**config.mk**
```make
export PLATFORM = sky130hd
export DESIGN_NAME = nibble_serial_comparator
export DESIGN_NICKNAME = d
export VERILOG_FILES = /design/src/rtl/cmp_pkg.sv /design/src/rtl/four_bit_comparator.sv /design/src/rtl/nibble_serial_comparator.sv
export SDC_FILE = /design/constraint.sdc
export NUM_CORES = 1
export LEC_CHECK = 0
export ABC_CLOCK_PERIOD_IN_PS = 2800
export BUFFER_PORTS_ARGS = -buffer_cell sky130_fd_sc_hd__clkbuf_2
export CORE_MARGIN = 8
export CORE_UTILIZATION = 48
export CTS_CLUSTER_SIZE = 28
export DETAILED_ROUTE_END_ITERATION = 8
export GPL_TIMING_DRIVEN = 0
export PLACE_DENSITY_LB_ADDON = 0.15
export SLEW_MARGIN = 30
export SYNTH_ARGS = -nofsm -noshare
export SYNTH_HDL_FRONTEND = slang
export SYNTH_SLANG_ARGS = --single-unit
```
**constraint.sdc**
```tcl
create_clock -name clk -period 2.8 [get_ports clk]
set_clock_uncertainty 0.05 [all_clocks]
set_input_delay 0.42 -clock clk [delete_from_list [all_inputs] [get_ports clk]]
set_output_delay 0.42 -clock clk [all_outputs]
set_load 0.03 [all_outputs]
```
**src/rtl/cmp_pkg.sv**
```systemverilog
`default_nettype none
// ============================================================================
// Module   : cmp_pkg
// Brief    : Shared types and constants for the nibble-serial comparator.
// Revision : 1.0 - initial release
// ============================================================================
package cmp_pkg;

  // Comparator control states.
  typedef enum logic [1:0] {
    IDLE = 2'd0,
    CMP  = 2'd1,
    DONE = 2'd2
  } state_t;

  // Width of one comparator slice.
  localparam int CMP_NIB_W = 4;

endpackage : cmp_pkg
`default_nettype wire

```
**src/rtl/four_bit_comparator.sv**
```systemverilog
`default_nettype none
// ============================================================================
// Module   : four_bit_comparator
// Brief    : Unsigned 4-bit magnitude comparator slice (one-hot result).
// Revision : 1.0 - initial release
// ============================================================================
module four_bit_comparator (
  input  logic [3:0] a,
  input  logic [3:0] b,
  output logic       agb,
  output logic       aeb,
  output logic       alb
);

  // Pure combinational magnitude compare.
  always_comb begin
    agb = (a > b);
    aeb = (a == b);
    alb = (a < b);
  end

endmodule : four_bit_comparator
`default_nettype wire

```
**src/rtl/nibble_serial_comparator.sv**
```systemverilog
`default_nettype none
// ============================================================================
// Module   : nibble_serial_comparator
// Brief    : Sequential WIDTH-bit magnitude comparator. Scans the operands
//            MSB-first one nibble per clock through a single shared slice and
//            stops at the first differing nibble.
// Revision : 1.0 - initial release
// ============================================================================
module nibble_serial_comparator
  import cmp_pkg::*;
#(
  parameter  int WIDTH = 16,
  localparam int NIB   = WIDTH / 4,
  localparam int CW    = $clog2(NIB + 1)
) (
  input  logic             clk,
  input  logic             rst_n,
  input  logic             in_valid,
  output logic             in_ready,
  input  logic [WIDTH-1:0] a,
  input  logic [WIDTH-1:0] b,
  input  logic             signed_mode,
  output logic             out_valid,
  input  logic             out_ready,
  output logic             agb,
  output logic             aeb,
  output logic             alb,
  output logic [CW-1:0]    nib_count
);

  localparam int IW = (NIB > 1) ? $clog2(NIB) : 1;
  localparam logic [IW-1:0] C_IDX_TOP = IW'(NIB - 1);

  state_t               r_state;
  state_t               w_state_nxt;
  logic [WIDTH-1:0]     r_a;
  logic [WIDTH-1:0]     r_b;
  logic                 r_signed;
  logic [IW-1:0]        r_idx;
  logic [IW-1:0]        w_idx_nxt;
  logic                 r_agb;
  logic                 r_aeb;
  logic                 r_alb;
  logic [CW-1:0]        r_cnt;
  logic                 w_agb_nxt;
  logic                 w_aeb_nxt;
  logic                 w_alb_nxt;
  logic [CW-1:0]        w_cnt_nxt;
  logic                 w_load;

  logic [IW+1:0]        w_bit_base;
  logic [CMP_NIB_W-1:0] w_nib_a;
  logic [CMP_NIB_W-1:0] w_nib_b;
  logic                 w_bias;
  logic [CMP_NIB_W-1:0] w_slice_a;
  logic [CMP_NIB_W-1:0] w_slice_b;
  logic                 w_slice_agb;
  logic                 w_slice_aeb;
  logic                 w_slice_alb;

  // Select the current nibble; flipping the sign bit of the top nibble turns
  // a two's-complement compare into an unsigned one for that nibble only.
  always_comb begin
    w_bit_base = {r_idx, 2'b00};
    w_nib_a    = r_a[w_bit_base +: CMP_NIB_W];
    w_nib_b    = r_b[w_bit_base +: CMP_NIB_W];
    w_bias     = r_signed && (r_idx == C_IDX_TOP);
    w_slice_a  = {w_nib_a[3] ^ w_bias, w_nib_a[2:0]};
    w_slice_b  = {w_nib_b[3] ^ w_bias, w_nib_b[2:0]};
  end

  four_bit_comparator u_slice (
    .a   (w_slice_a),
    .b   (w_slice_b),
    .agb (w_slice_agb),
    .aeb (w_slice_aeb),
    .alb (w_slice_alb)
  );

  // Next-state and result-update logic for the scan.
  always_comb begin
    w_state_nxt = r_state;
    w_idx_nxt   = r_idx;
    w_agb_nxt   = r_agb;
    w_aeb_nxt   = r_aeb;
    w_alb_nxt   = r_alb;
    w_cnt_nxt   = r_cnt;
    w_load      = 1'b0;
    case (r_state)
      IDLE: begin
        if (in_valid) begin
          w_load      = 1'b1;
          w_idx_nxt   = C_IDX_TOP;
          w_state_nxt = CMP;
        end
      end
      CMP: begin
        if (w_slice_agb || w_slice_alb) begin
          w_agb_nxt   = w_slice_agb;
          w_aeb_nxt   = 1'b0;
          w_alb_nxt   = w_slice_alb;
          w_cnt_nxt   = CW'(NIB) - CW'(r_idx);
          w_state_nxt = DONE;
        end else if (w_slice_aeb && (r_idx == '0)) begin
          w_agb_nxt   = 1'b0;
          w_aeb_nxt   = 1'b1;
          w_alb_nxt   = 1'b0;
          w_cnt_nxt   = CW'(NIB);
          w_state_nxt = DONE;
        end else begin
          w_idx_nxt = r_idx - 1'b1;
        end
      end
      DONE: begin
        if (out_ready) begin
          w_state_nxt = IDLE;
        end
      end
      default: w_state_nxt = IDLE;
    endcase
  end

  // State register.
  always_ff @(posedge clk or negedge rst_n) begin
    if (!rst_n) begin
      r_state <= IDLE;
    end else begin
      r_state <= w_state_nxt;
    end
  end

  // Operand capture, scan index and result registers.
  always_ff @(posedge clk or negedge rst_n) begin
    if (!rst_n) begin
      r_a      <= '0;
      r_b      <= '0;
      r_signed <= 1'b0;
      r_idx    <= '0;
      r_agb    <= 1'b0;
      r_aeb    <= 1'b0;
      r_alb    <= 1'b0;
      r_cnt    <= '0;
    end else begin
      if (w_load) begin
        r_a      <= a;
        r_b      <= b;
        r_signed <= signed_mode;
      end
      r_idx <= w_idx_nxt;
      r_agb <= w_agb_nxt;
      r_aeb <= w_aeb_nxt;
      r_alb <= w_alb_nxt;
      r_cnt <= w_cnt_nxt;
    end
  end

  assign in_ready  = (r_state == IDLE);
  assign out_valid = (r_state == DONE);
  assign agb       = r_agb;
  assign aeb       = r_aeb;
  assign alb       = r_alb;
  assign nib_count = r_cnt;

endmodule : nibble_serial_comparator
`default_nettype wire

```
-- After elaboration in Yosys (flattened, before gate mapping)
Index checks and enable logic that the tools add are counted.
- word-level logic and storage cells: 54
- input port bits: 37
- register bits after elaboration: 43
- output and inout bits: 8
- bitwise logic cells: 2
- $add $sub $neg: 2
- magnitude comparators: 2
- mux-type cells: 18
- equality and inequality tests: 9
- shift-type cells: 2
- reductions and logical operators: 10
- operators by type and width (operator ; number):
    $shiftx 16x5->4 ; 2
    $mux 2 ; 7
    $mux 1 ; 7
    $mux 3 ; 2
    $ne 2x2->1 const B ; 3
    $pmux 2 s3 ; 1
    $eq 2x2->1 const B ; 2
    $eq 4x4->1 ; 1
    $gt 4x4->1 ; 1
    $logic_not 2->1 ; 2
    $lt 4x4->1 ; 1
    $pmux 2 s2 ; 1
    $reduce_and 4->1 ; 1
    $reduce_bool 2->1 ; 2
    $ne 3x3->1 const B ; 1
    $reduce_and 3->1 ; 1
    $sub 3x2->3 const A ; 1
    $eq 2x1->1 const B ; 1
    $logic_and 1x1->1 ; 2
    $ne 2x1->1 const B ; 1
    $reduce_and 2->1 ; 1
    $sub 2x1->2 const B ; 1
    $xor 1x1->1 ; 2
    $logic_or 1x1->1 ; 1

-- Logic depth before layout (Yosys ltp)
Gate-level depths: netlist of run 1.
- depth in word-level cells: 8
- mapped depth: 8
- mapped depth without buffers: 8

-- By module
A second synthesis of run 1 with hierarchy kept.
- cells, all modules: 136
- area, all modules: 2169.6 um2
- modules (own cells, without submodules) (module ; instances ; cells each ; area an instance (um2)):
    nibble_serial_comparator ; 1 ; 120 ; 2040.7
    four_bit_comparator ; 1 ; 16 ; 128.9

-- Worst setup path after synthesis of run 1
No wires, ideal clock.
- path kind: reg2reg
- start: reg r_idx[0]
- end: reg r_cnt[0], in the netlist nib_count[0]
- stages on the path, launching flop included: 8
- buffers on the path: 1
- path slack: 0.278 ns
- arrival: 2.351 ns
- setup time: 0.121 ns
- cells stage by stage: dfrtp_1 -> buf_2 -> mux4_2 -> ha_1 -> and2b_1 -> nor3b_1 -> o31ai_1 -> a22o_1
- longest elaborated chain between the ends: 7
- elaborated cells between the ends (all ways): 16
- classes of those cells: add/sub (1); order compare (2); eq/ne (2); shift (2); mux (1); bitwise (2); reduce/logical (6)
- RTL lines (what ; RTL line ; source):
    from (decl) ; nibble_serial_comparator.sv:39 ; logic [IW-1:0] r_idx;
    from (signal assigned) ; nibble_serial_comparator.sv:149 ; r_idx <= w_idx_nxt;
    branches (longest 7 deep; another with $gt 4x4->1) ; n/a ;
    to (signal assigned) ; nibble_serial_comparator.sv:153 ; r_cnt <= w_cnt_nxt;
    to (decl) ; nibble_serial_comparator.sv:44 ; logic [CW-1:0] r_cnt;
Several ways; the timed one is not identified.
A chain may end at the register's enable or synchronous reset.

-- Worst setup path after layout of run 1
- start: reg r_idx[0]
- end: reg r_state[0]
- longest elaborated chain between the ends: 7
- elaborated cells between the ends (all ways): 16
- classes of those cells: order compare (2); eq/ne (3); shift (2); mux (2); bitwise (2); reduce/logical (5)
- RTL lines (what ; RTL line ; source):
    branches (longest 7 deep; another with $gt 4x4->1) ; n/a ;
    to (signal assigned) ; nibble_serial_comparator.sv:128 ; r_state <= w_state_nxt;
    to (decl) ; nibble_serial_comparator.sv:34 ; state_t r_state;
Several ways; the timed one is not identified.

==> results.yml, run 1 <==
worst_setup_path:
  cp_data_required_time_ps: 2930
  critPathCaptureType: "flip-flop"
  cp.arrival_ps: 2770
  crit_type: "reg2reg"
  worst-path-max-fanout: 10
  critPathLaunchType: "flip-flop"
die:
  row_count: 23
  dieArea_um2: 6420
  die_h_um: 80.1
  core-area_um2: 3970
  initial_core_util_pct: 49.7
  ios: 45
  die_x_um: 80.1
placement:
  place.detailed.hpwl_um: 3020
  place_area_um2: 2260
  placed_cells: 228
  io_buffers: 44
  gp_congestion: 0.725
  place_worst_setup_slack_ps: -54.7
logic_synthesis:
  syn-num-nets: 177
  avgSynthCellArea_um2: 14.7
  synth_edf_count: 0
  ys_warn_count: 0
  synth_common_cells: "43 x dfrtp_1, 33 x mux2_2, 8 x mux4_2"
  ys_seq_area_share_pct: 54.5
  ys.flop_type: "dfrtp_1"
  syn_area_um2: 1970
  synth_top_area_share_pct: 54.5
  async_flop_share_pct: 100
  netlist_instances: 134
  synth_cell_type_count: 28
  ys_ff_latch: 43
  synth_top_area_cell: "dfrtp_1"
  synthTopCellsByArea: "dfrtp_1 54%, mux2_2 19%, mux4_2 9.1%, ha_1 3.8%, inv_1 1.3%"
  yosys.cell_count.top_type: "dfrtp_1"
power_and_ir_drop:
  leakagePower_uw: 0.00114
  p_int_uw: 1850
  comb_power_share_pct: 47.2
  peakVddDrop_mv: 0.488
  cellPowerDensity_nw_per_um2: 1200
  power_uw: 2860
  switching_share_pct: 35.2
  p_clk_share_pct: 15.1
  switchingPower_uw: 1000
  p_seq_share_pct: 37.8
sta:
  max_slew_margin_pct: 62.0
  finalCriticalPeriod_ps: 2640
  setup_ws_ps: 164
  fmax_ghz: 0.379
  tns_ps: 0
  fin_crit_sh_pct: 94.1
  tightest_slew_ps: 570
  hold_viol_final: 0
  slew_viol_final: 0
  rsz0062_at_grt: "no"
  setup_viol: 0
cells_and_area:
  finalInstanceArea_um2: 2380
  areaGrowthSynthToFinish_pct: 20.3
  antennaDiodeCount: 0
  final_cells: 236
  post_route_cells_drive_above_1_share_pct: 54.8
  nNetsFinal: 228
clock_tree:
  cts-root-buf: "clkbuf_8"
  clk_latency_ps: 290
  cts.path.max_buffers: 2
  cts_sinks: 43
  cts-resized-gates: 1
  post_cts_buffers: 0
  numCtsBuffers: 5
  ctsHoldBuffers: 0
  cts.clk_slew.worst_paths_ps: 80
  htreeDepth: 2
  cts_tree: "yes"
run:
  cap_violations: 0
global_routing:
  grt_start_max_net_pins: 44
  grt_pass1_wl_um: 6560
  antenna_found_initial: 0
  track_usage_pct: 13.2
  gr-total-overflow: 0
  grt_pass1_vias: 1452
drt:
  viasPerCell: 5.25
  drt_iter0_markers: 29
  ant_nets: 0
  drc: 0
  num_vias: 1239
  first_pass_iters: 4
  routed_wl_um: 4040
  wl_per_cell_um: 17.1
status:
  run_status: "completed"
min_path:
  hold_path_class: "in2async"
[layout make-up]
class	instances	area, um^2
Tap cell	50	62.6
Timing Repair Buffer	44	223
Clock buffer	7	96.3
Buffer	6	40.0
Clock inverter	1	7.51
Fill cell	353	1600
Multi-Input combinational cell	78	845
Inverter	7	26.3
Sequential cell	43	1080
[flip-flops by register name, summed over array words and instances (netlist names)]
register and cells:
agb 1, r_state 2, alb 1, r_idx 2
r_a 16, nib_count 3, r_b 16, r_signed 1
aeb 1
[layer usage]
| metal | GRT usage [%] | wire, um | vias up |
|---|---|---|---|
| li1 | - | - | 582 |
| met1 | 14.6 | 1640 | 628 |
| met2 | 23.6 | 2170 | 24 |
| met3 | 4.24 | 190 | 5 |
| met4 | 3.82 | 44 | 0 |
| met5 | 0 | 0 | - |
[cell families (layout without fill, tap and decap cells)]
logic type	Yosys count	count (layout)	synth area share [%]
simple gates	16	16	4.63
compound gates	11	11	3.99
mux	43	43	29.0
xor+xnor	2	2	0.887
fa+ha+maj	6	6	3.80
buf+inv	13	65	3.23
flops	43	43	54.5
[stage by stage]
step	hold WS [ps]	util (%)
after floorplan	74.4	-
after global placement	434	56.8
after detailed placement	426	56.9
after CTS	109	59.6
after global routing	129	59.8
final	89.0	59.8
[placed cells by master (no fill, tap or decap), drive strengths merged, types with 2 or more instances in the layout]
cell / Yosys / final
ha: 6 / 6
a22o: 2 / 2
mux2: 33 / 33
mux4: 8 / 8
a21oi: 2 / 2
clkbuf: 0 / 51
dfrtp: 43 / 43
nand2: 3 / 3
mux2i: 2 / 2
nand2b: 2 / 2
nor2: 4 / 4
inv: 7 / 7
o21ai: 2 / 2
buf: 6 / 6
[critical path, cell delays in order (launching register included)]
cell     delay, ps
dfrtp_1        460
buf_4          260
mux4_2         550
ha_1           320
and2b_1        180
nor3b_2        260
or4_4          200
or2b_1         230
[final timing paths]
kind	slack, ps	end	start	cells past startpoint
min reg2reg	450	alb	alb	1
min in group clk	270	r_state[1]	out_ready	2
min	90	r_a[3]	rst_n	1
max in group asynchronous	2220	agb	rst_n	1
max reg2reg	160	r_state[0]	r_idx[0]	7
max	160	r_state[0]	r_idx[0]	7
[power groups by stage]
stage	sequential [uW]	clock [uW]	combinational [uW]
6_report	1080	430	1350
5_1_grt	1110	467	1500
4_1_cts	1080	438	1340
3_5_place_dp	1090	0	1320
3_3_place_gp	1070	0	1280
2_1_floorplan	1090	0	1000
(Power assumes the default switching activity.)
==> run 2: changes to the inputs <==
--- a/config.mk
+++ b/config.mk
@@ -6,9 +6,9 @@
 export NUM_CORES = 1
 export LEC_CHECK = 0
 export ABC_CLOCK_PERIOD_IN_PS = 2800
-export BUFFER_PORTS_ARGS = -buffer_cell sky130_fd_sc_hd__clkbuf_2
+export BUFFER_PORTS_ARGS = -buffer_cell sky130_fd_sc_hd__buf_2
 export CORE_MARGIN = 8
-export CORE_UTILIZATION = 48
+export CORE_UTILIZATION = 31
 export CTS_CLUSTER_SIZE = 28
 export DETAILED_ROUTE_END_ITERATION = 8
 export GPL_TIMING_DRIVEN = 0
==> constraint.sdc (replaced) <==
create_clock -name clk -period 2.8 [get_ports clk]
set_clock_uncertainty 0.05 [all_clocks]
set_input_delay 0.14 -clock clk [delete_from_list [all_inputs] [get_ports clk]]
set_output_delay 0.14 -clock clk [all_outputs]
set_load 0.03 [all_outputs]
==> run 2 against run 1 <==
Net effect:
- maximum frequency is 0.65% higher
- count of clock-buffer cells in the layout down 2
- non-clock buffer count grew 1
- largest power group unchanged
==> results.yml, run 2 (same netlist as run 1, synthesis figures left out) <==
cells_and_area:
  layout_commonest_cell: "buf_2"
  areaGrowthSynthToFinish_pct: 21.8
  antennaDiodeCount: 0
  post_route_cells_drive_above_1_share_pct: 54.5
  finalInstanceArea_um2: 2400
  final_cell_mix: "45 x buf_2, 43 x dfrtp_1, 33 x mux2_2"
  n_fill_cell: 625
  final_cells: 264
  nNetsFinal: 229
  register_area_um2: 1080
  multi_input_area_um2: 845
worst_setup_path:
  reg2reg_to: "r_idx[0]"
  worstReg2RegStart: "r_idx[0]"
  crit_start: "r_idx[0]"
  cpPeakStageDelay_ps: 550
  worst-path-max-fanout: 10
  critPathCaptureType: "flip-flop"
  ff2ff_setup_slack_ps: 180
  crit_type: "reg2reg"
  critPathTopFamily: "simple AND/OR/NAND/NOR gates"
  cp_num_buf_inv: 1
  critPathLaunchType: "flip-flop"
  cpMaxStageDelayCell: "mux4_2"
  cp.arrival_ps: 2750
  cp.depth: 7
  crit_end: "r_idx[0]"
  path_cells: "buf_4 -> mux4_2 -> ha_1 -> and2b_1 -> nor3b_2 -> or4_4 -> mux2i_1"
  r2r_cells: 7
  cp_data_required_time_ps: 2930
drt:
  met2_length_um: 1980
  viasPerCell: 4.81
  highest_layer: "met4"
  first_pass_iters: 3
  wl_met1_um: 1800
  wl_per_cell_um: 15.8
  num_vias: 1269
  ant_nets: 0
  drt_iter0_markers: 28
  wl_met3_um: 343
  routed_wl_um: 4170
  drc: 0
die:
  die_x_um: 95.8
  dieArea_um2: 9180
  ios: 45
  initial_core_util_pct: 31.6
  die_h_um: 95.8
  row_count: 29
  core-area_um2: 6240
sta:
  setup_viol: 0
  fin_crit_sh_pct: 93.5
  slew_viol_final: 0
  hold_viol_final: 0
  finalCriticalPeriod_ps: 2620
  rsz0062_at_grt: "no"
  tightest_slew_ps: 547
  fmax_ghz: 0.382
  max_slew_margin_pct: 63.5
run:
  cap_violations: 0
status:
  run_status: "completed"
clock_tree:
  cts_tree: "yes"
  post_cts_buffers: 0
  htreeDepth: 2
  cts-root-buf: "clkbuf_8"
  cts.path.max_buffers: 2
  numCtsBuffers: 5
  cts.clk_slew.worst_paths_ps: 80
  clk_latency_ps: 300
  cts_sinks: 43
placement:
  place.detailed.hpwl_um: 3140
  place_area_um2: 2290
  placed_cells: 255
  gp_congestion: 0.705
  io_buffers: 44
global_routing:
  antenna_found_initial: 0
  track_usage_pct: 9.82
  grt_pass1_vias: 1444
  gr-total-overflow: 0
  grt_pass1_wl_um: 6890
  grt_start_max_net_pins: 44
min_path:
  hold_path_class: "in2reg"
power_and_ir_drop:
  peakVddDrop_mv: 0.467
  cellPowerDensity_nw_per_um2: 1170
  leakagePower_uw: 0.00113
run 2: cell types whose count changed in the layout (fill, tap and decap cells not counted):
cell,before,now
buf_2,2,45
buf_4,4,5
clkbuf_2,43,0
clkbuf_4,1,0
clkbuf_8,7,5
clkinv_2,0,1
clkinvlp_4,1,2
dlygate4sd3_1,0,1
run 2: per-stage QoR:
step	setup TNS [ps]	utilization (%)	power [uW]	hold WS, ps	worst slack (ps)
after floorplan	0	-	2090	-206	278
after global placement	-243	36.7	2380	272	-71.6
after detailed placement	-194	36.7	2420	287	-64.0
after CTS	0	38.3	2830	2.80	6.89
after global routing	0	38.5	3040	1.54	12.2
final	0	38.5	2820	4.51	181
run 2: area by class of cell:
| class | instances | share of cell area, % |
|---|---|---|
| multi-input combinational | 78 | 35.1 |
| sequential | 43 | 44.7 |
| inverter | 7 | 1.09 |
| timing repair buffer | 45 | 9.68 |
| clock buffer | 5 | 2.86 |
| tap | 77 | 4.01 |
| clock inverter | 3 | 0.832 |
| buffer | 6 | 1.66 |
run 2: timing repair:
item                                    CTS  global route
endpoints found under the setup margin    5             8
gates resized for setup                   1             2
endpoints found under the hold margin    43             0
hold buffers                              1             0
cloned                                    0             0
run 2: worst min-delay path by stage:
stage	from	end	slack (ps)	depth (start not counted)
after global routing	out_ready	r_state[1]	2	2
after CTS	out_ready	r_state[1]	3	2
after floorplan	rst_n	aeb	-210	0
after global placement	rst_n	nib_count[2]	270	1
final	out_ready	r_state[1]	5	2
after detailed placement	rst_n	nib_count[0]	290	1
run 2: routing by layer:
layer,vias to the layer above,GRT usage [%]
met5,-,0
met4,0,3.84
met3,6,4.13
met2,35,15.8
met1,638,11.4
li1,590,-
run 2: report_power, final:
part | leakage [uW] | switching [uW] | internal [uW]
Clock | 0.0000402 | 218 | 174
Sequential | 0.000507 | 158 | 917
Combinational | 0.000585 | 636 | 714
Total | 0.00113 | 1010 | 1800
